--- src/rtl/matrix_pkg.sv ---
// ------------------------------------------------------------------
// matrix_pkg : shared types, widths and frame-buffer address layout
// rev 1.0
// ------------------------------------------------------------------
`default_nettype none

package matrix_pkg;

   localparam int ROW_W  = 4;
   localparam int COL_W  = 6;
   localparam int RGB_W  = 6;
   localparam int ADDR_W = 1 + ROW_W + COL_W;

   typedef enum logic [2:0] {
      ST_IDLE     = 3'd0,
      ST_PREFETCH = 3'd1,
      ST_SHIFT    = 3'd2,
      ST_LATCH    = 3'd3,
      ST_DISPLAY  = 3'd4
   } state_t;

   // Frame-buffer address: {buf_sel, row, col}
   function automatic logic [ADDR_W-1:0] make_addr(
      input logic             buf_sel,
      input logic [ROW_W-1:0] row,
      input logic [COL_W-1:0] col
   );
      return {buf_sel, row, col};
   endfunction

endpackage

`default_nettype wire

--- src/rtl/matrix_disp_timer.sv ---
// ------------------------------------------------------------------
// matrix_disp_timer : DISPLAY-phase down-counter with brightness OE gating
// rev 1.0
// ------------------------------------------------------------------
`default_nettype none

module matrix_disp_timer #(
   parameter int DISP_CYCLES = 256
) (
   input  logic       clk,
   input  logic       rst,
   input  logic       start,
   input  logic [2:0] brightness,
   output logic       done,
   output logic       oe
);

   localparam int CNT_W = $clog2(DISP_CYCLES);
   localparam int STEP  = DISP_CYCLES / 8;

   logic [CNT_W-1:0] cnt;
   logic [CNT_W-1:0] cnt_nxt;
   logic [CNT_W-1:0] on_floor;
   logic [CNT_W-1:0] on_floor_nxt;
   logic             active;
   logic             active_nxt;

   // Panel stays lit while the count is at or above on_floor, so the
   // lit window sits at the start of DISPLAY.
   always_comb begin
      cnt_nxt      = cnt;
      active_nxt   = active;
      on_floor_nxt = on_floor;
      if (start) begin
         cnt_nxt      = CNT_W'(DISP_CYCLES - 1);
         active_nxt   = 1'b1;
         on_floor_nxt = CNT_W'(DISP_CYCLES - (int'(brightness) + 1) * STEP);
      end else if (active) begin
         if (cnt == '0) begin
            active_nxt = 1'b0;
         end else begin
            cnt_nxt = cnt - CNT_W'(1);
         end
      end
   end

   always_ff @(posedge clk) begin
      if (!rst) begin
         cnt      <= '0;
         on_floor <= '0;
         active   <= 1'b0;
         oe       <= 1'b1;
      end else begin
         cnt      <= cnt_nxt;
         on_floor <= on_floor_nxt;
         active   <= active_nxt;
         oe       <= !(active_nxt && (cnt_nxt >= on_floor_nxt));
      end
   end

   assign done = active && (cnt == '0);

endmodule

`default_nettype wire

--- src/rtl/matrix_scan_ctrl.sv ---
// ------------------------------------------------------------------
// matrix_scan_ctrl : 1/16-scan RGB LED matrix row scanner, double-buffered;
// optional brightness input when MATRIX_BRIGHTNESS_EN is defined.  rev 1.0
// ------------------------------------------------------------------
`default_nettype none

module matrix_scan_ctrl
   import matrix_pkg::*;
#(
   parameter int COLS        = 64,
   parameter int DISP_CYCLES = 256
) (
   input  logic              clk,
   input  logic              rst,
   input  logic              enable,
   input  logic              swap_req,
`ifdef MATRIX_BRIGHTNESS_EN
   input  logic [2:0]        brightness,
`endif
   output logic              swap_ack,
   output logic [ADDR_W-1:0] rd_addr,
   input  logic [RGB_W-1:0]  rd_data,
   output logic              A,
   output logic              B,
   output logic              C,
   output logic              D,
   output logic              R0,
   output logic              G0,
   output logic              B0,
   output logic              R1,
   output logic              G1,
   output logic              B1,
   output logic              SCLK,
   output logic              OE,
   output logic              LAT,
   output logic              frame_start
);

   localparam int CW = (COLS > 1) ? $clog2(COLS) : 1;

   state_t           state;
   state_t           state_nxt;
   logic [ROW_W-1:0] row;
   logic [ROW_W-1:0] row_nxt;
   logic [CW-1:0]    col;
   logic [CW-1:0]    col_nxt;
   logic             phase;
   logic             phase_nxt;
   logic             buf_sel;
   logic             buf_nxt;
   logic             flip;
   logic             disp_start;
   logic             disp_done;
   logic [RGB_W-1:0] rgb;
   logic [ROW_W-1:0] scan_row;
   logic [2:0]       bright;

`ifdef MATRIX_BRIGHTNESS_EN
   assign bright = brightness;
`else
   assign bright = 3'd7;
`endif

   always_comb begin
      state_nxt  = state;
      row_nxt    = row;
      col_nxt    = col;
      phase_nxt  = phase;
      buf_nxt    = buf_sel;
      flip       = 1'b0;
      disp_start = 1'b0;
      case (state)
         ST_IDLE: begin
            if (enable) state_nxt = ST_PREFETCH;
         end
         ST_PREFETCH: begin
            state_nxt = ST_SHIFT;
            phase_nxt = 1'b0;
            col_nxt   = '0;
         end
         ST_SHIFT: begin
            if (!phase) begin
               phase_nxt = 1'b1;
               col_nxt   = (col == CW'(COLS - 1)) ? '0 : col + CW'(1);
            end else begin
               phase_nxt = 1'b0;
               // col has already wrapped back to 0 after the last column
               if (col == '0) state_nxt = ST_LATCH;
            end
         end
         ST_LATCH: begin
            state_nxt  = ST_DISPLAY;
            disp_start = 1'b1;
         end
         ST_DISPLAY: begin
            if (disp_done) begin
               row_nxt   = row + ROW_W'(1);
               state_nxt = enable ? ST_PREFETCH : ST_IDLE;
               if ((row == '1) && swap_req) begin
                  buf_nxt = !buf_sel;
                  flip    = 1'b1;
               end
            end
         end
         default: state_nxt = ST_IDLE;
      endcase
   end

   always_ff @(posedge clk) begin
      if (!rst) begin
         state       <= ST_IDLE;
         row         <= '0;
         col         <= '0;
         phase       <= 1'b0;
         buf_sel     <= 1'b0;
         rgb         <= '0;
         scan_row    <= '0;
         SCLK        <= 1'b0;
         LAT         <= 1'b0;
         swap_ack    <= 1'b0;
         frame_start <= 1'b0;
      end else begin
         state       <= state_nxt;
         row         <= row_nxt;
         col         <= col_nxt;
         phase       <= phase_nxt;
         buf_sel     <= buf_nxt;
         if ((state == ST_SHIFT) && !phase) rgb <= rd_data;
         if (state_nxt == ST_LATCH) scan_row <= row;
         SCLK        <= (state_nxt == ST_SHIFT) && phase_nxt;
         LAT         <= (state_nxt == ST_LATCH);
         swap_ack    <= flip;
         frame_start <= (state_nxt == ST_PREFETCH) && (row_nxt == '0);
      end
   end

   matrix_disp_timer #(
      .DISP_CYCLES (DISP_CYCLES)
   ) u_disp_timer (
      .clk        (clk),
      .rst        (rst),
      .start      (disp_start),
      .brightness (bright),
      .done       (disp_done),
      .oe         (OE)
   );

   assign rd_addr            = make_addr(buf_sel, row, COL_W'(col));
   assign {D, C, B, A}       = scan_row;
   assign {R0, G0, B0, R1, G1, B1} = rgb;

endmodule

`default_nettype wire

--- config.mk ---
export PLATFORM = sky130hd
export DESIGN_NAME = matrix_scan_ctrl
export DESIGN_NICKNAME = d
export VERILOG_FILES = /design/src/rtl/matrix_pkg.sv /design/src/rtl/matrix_disp_timer.sv /design/src/rtl/matrix_scan_ctrl.sv
export SDC_FILE = /design/constraint.sdc
export NUM_CORES = 1
export LEC_CHECK = 0
export BUFFER_PORTS_ARGS = -buffer_cell sky130_fd_sc_hd__buf_2
export CAP_MARGIN = 30
export CORE_ASPECT_RATIO = 2
export CORE_MARGIN = 3
export CORE_UTILIZATION = 35
export DETAILED_ROUTE_END_ITERATION = 10
export PLACE_DENSITY = 0.63
export RECOVER_POWER = 100
export SYNTH_ARGS = -nofsm -noshare
export SYNTH_HDL_FRONTEND = slang
export SYNTH_SLANG_ARGS = --single-unit
export TNS_END_PERCENT = 10
--- constraint.sdc ---
create_clock -name clk -period 2.5 [get_ports clk]
set_input_delay 0.25 -clock clk [delete_from_list [all_inputs] [get_ports clk]]
set_output_delay 0.25 -clock clk [all_outputs]
set_load 0.1 [all_outputs]
==> flow_summary_export.csv <==
group,metric,value,unit
logic_synthesis,synth_nets,270,
timing,fin_crit,2.351,ns
clock_tree,clk_pin_slew,0.07,ns
logic_synthesis,ys_seq_area_share,43.57,%
logic_synthesis,synth_fa_ha_area_share,7.532,%
clock_tree,cts_root_buffer,"clkbuf_16",
routing,final_antenna_net_count,0,
timing,tns,0,ns
floorplanning,die_area,0.007206,mm²
floorplanning,die_w,61.55,µm
timing,finalSetupViolCount,0,
min_path,min_path_type,"in -> reg",
cells_and_area,fillCellCount,584,
routing,drc,0,
grt,track_usage,14.67,%
cells_and_area,multi_input_area,0.001142,mm²
routing,first_pass_iters,4,
clock_tree,clockBufferDepth,2,
placement,dpl.hpwl,3550,µm
timing,max_freq,425.3,MHz
cells_and_area,final_common_cell,"dfxtp_1",
pwr,powerDensity,677.8,mW/mm²
clock_tree,tritoncts,"yes",
clock_tree,htree_levels,2,
grt,grt_start_max_net_pins,23,
critical_path,end_kind,"flip-flop",
logic_synthesis,synth-edff-count,0,
timing,fin_skew,0.009821,ns
critical_path,cp-start-kind,"flip-flop",
logic_synthesis,synth_xor_area_share,5.272,%
critical_path,cp_cell_sequence,"or4_1 -> clkbuf_1 -> nor2_1 -> xnor2_1 -> o21ai_1 -> ha_2 -> a2111o_1 -> o221ai_1",
grt,grt_pass1_wl,7831,µm
cells_and_area,fin_nets,319,
critical_path,setup.worst_path.class,"reg -> reg",
critical_path,path_max_fanout,4,
floorplanning,coreArea,0.005856,mm²
clock_tree,numCtsBuffers,5,
placement,portBuffers,35,
grt,first_global_vias,1791,
logic_synthesis,syn-cell-area,0.002160,mm²
timing,drv_slew,0,
pwr,sw_frac_of_total,28.00,%
cells_and_area,area_growth,20.39,%
logic_synthesis,async_flop_share,0,%
logic_synthesis,synth_area_leader_cell,"dfxtp_1",
logic_synthesis,synth_top_area_share,43.57,%
floorplanning,start_util,36.88,%
logic_synthesis,yosysWarnings,0,
run,maxCapViolCount,0,
timing,slew_headroom,21.81,%
logic_synthesis,synth_top_family_by_area,"simple AND/OR/NAND/NOR gates",
routing,wire_per_inst,13.28,µm
critical_path,slowest_stage,"or4_1",
logic_synthesis,synth-main-ff-cell,"dfxtp_1",
floorplanning,rows,39,
routing,num_vias,1822,
logic_synthesis,synth_compound_area_share,11.65,%
routing,drtIter0Drc,73,
logic_synthesis,synthCells,247,
floorplanning,chipHeight,117.1,µm
run_status,status,"finished, final reports clean",
pwr,p_sw,493.5,µW
cells_and_area,fin_area,0.002600,mm²
logic_synthesis,synth.distinct_cells,43,
timing,hold_viol,0,
pwr,finalPower,1762,µW
logic_synthesis,syn_avg_cell_area,8.743,µm²
placement,routabilityCongestion,0.8177,
pwr,p_comb_share,16.3,%
cells_and_area,regArea,940.9,µm²
floorplanning,io_pins,36,
critical_path,crit_required,2.71,ns
pwr,ir_drop,0.2525,mV
clock_tree,postCtsHoldBufs,0,
grt,grt_antenna_before_repair,0,
grt,gr-total-overflow,0,
routing,wl,4755,µm
cells_and_area,drive_above_1_share,12.79,%
critical_path,cpPeakStageDelay,0.58,ns
logic_synthesis,synth_area_leaders,"dfxtp_1 (44%), ha_1 (7.5%), nand2_1 (5.4%)",
clock_tree,clk_latency,0.29,ns
logic_synthesis,ys_ff_latch,47,
critical_path,arrival,2.57,ns
pwr,intPower,1269,µW
pwr,pwr-share-clk,38.9,%
pwr,p_leak,0.001004,µW
timing,whs,0.1861,ns
timing,period_share,94.06,%
cells_and_area,n_antenna_cell,0,
pwr,p_seq_share,44.7,%
logic_synthesis,synth-simple-area-share,24.97,%
logic_synthesis,synthMuxAreaShare,3.302,%
timing,rsz0062_at_grt,"false",
placement,place_area,0.002489,mm²
routing,via_per_inst,5.089,
cells_and_area,final_cell_mix,"dfxtp_1 (47), clkbuf_1 (32), nor2_1 (31), nand2_1 (31), a21oi_1 (16)",
timing,worst_pin_slew,1.178,ns
clock_tree,numClockSinks,47,
==> state kept, by name, indices dropped and copies added (netlist names), 3 cells and up <==
name,cells
col,6
rgb,6
row,4
scan_row,4
state,3
u_disp_timer.cnt,8
u_disp_timer.on_floor,8
==> power groups by stage <==
stage          Combinational, µW  Sequential (µW)  Clock (µW)
2_1_floorplan                146              875           0
3_3_place_gp                 288              804           0
3_5_place_dp                 292              804           0
4_1_cts                      293              788         711
5_1_grt                      319              791         734
6_report                     288              788         686
==> per-stage QoR <==
| stage | util [%] | setup slack [ns] | cells |
|---|---|---|---|
| after floorplan | - | 0.04576 | 247 |
| after global placement | 42.50 | 0.06488 | 349 |
| after detailed placement | 42.50 | 0.02351 | 349 |
| after CTS | 45.15 | 0.01874 | 357 |
| after global routing | 44.40 | 0.009362 | 358 |
| final | 44.40 | 0.1486 | 358 |
==> final timing paths <==
kind | from | endpoint | slack, ns | cells past startpoint
worst max-delay path | u_disp_timer.cnt[3]$_SDFF_PN0_ | u_disp_timer.oe$_SDFF_PN1_ | 0.15 | 8
worst min-delay path | rd_data[0] | rgb[0]$_SDFFE_PN0P_ | 0.19 | 3
worst max register to register | u_disp_timer.cnt[3]$_SDFF_PN0_ | u_disp_timer.oe$_SDFF_PN1_ | 0.15 | 8
worst min register to register | u_disp_timer.on_floor[1]$_SDFF_PN0_ | u_disp_timer.on_floor[1]$_SDFF_PN0_ | 0.44 | 2
==> layer usage <==
metal	part of all wire (%)	vias up	GRT usage, %	wire, µm
li1	-	936	-	-
met1	38	844	12.93	1788
met2	56	32	28.41	2655
met3	3.6	10	3.074	169
met4	3.0	0	8.074	142
met5	0	-	0	0
==> synth_stat cells, types with 4 or more instances <==
library cell	n
a21oi_1	16
and2_1	11
clkbuf_1	8
dfxtp_1	47
ha_1	13
inv_1	9
mux2i_1	6
nand2_1	31
nand3_1	6
nor2_1	31
nor3_1	6
o21ai_0	11
or3b_2	4
xnor2_1	7
xor2_1	6
==> critical path: cells and delay by family (launching register included) <==
kind	cells	cell delay, ns
and+or+nand+nor	2	0.73
AOI/OAI and AO/OA	3	0.66
DFF	1	0.34
adders and majority gates	1	0.23
buffers and inverters	1	0.18
xor gates and xnor gates	1	0.13
==> layout make-up <==
| class | instances | share of cell area [%] |
|---|---|---|
| multi-input cells | 180 | 43.94 |
| flip-flops and latches | 47 | 36.19 |
| repair buffers | 52 | 9.528 |
| clock buffers | 6 | 5.342 |
| well taps | 61 | 2.936 |
| inverters | 10 | 1.444 |
| clock inverters | 2 | 0.6256 |
==> cells by family after synthesis <==
logic type                 after synthesis
muxes                                    7
AOI/OAI and AO/OA                       41
adders and majority gates               13
xor gates and xnor gates                13
DFF                                     47
and+or+nand+nor                        106
buffers and inverters                   20
==> what timing repair did <==
action                     in CTS  in global routing
buffers inserted                0                  1
setup endpoints to repair       1                  1
pin swaps                       0                  3
gates resized for setup         1                  7
No activity file was read; power rests on OpenSTA's default activity.
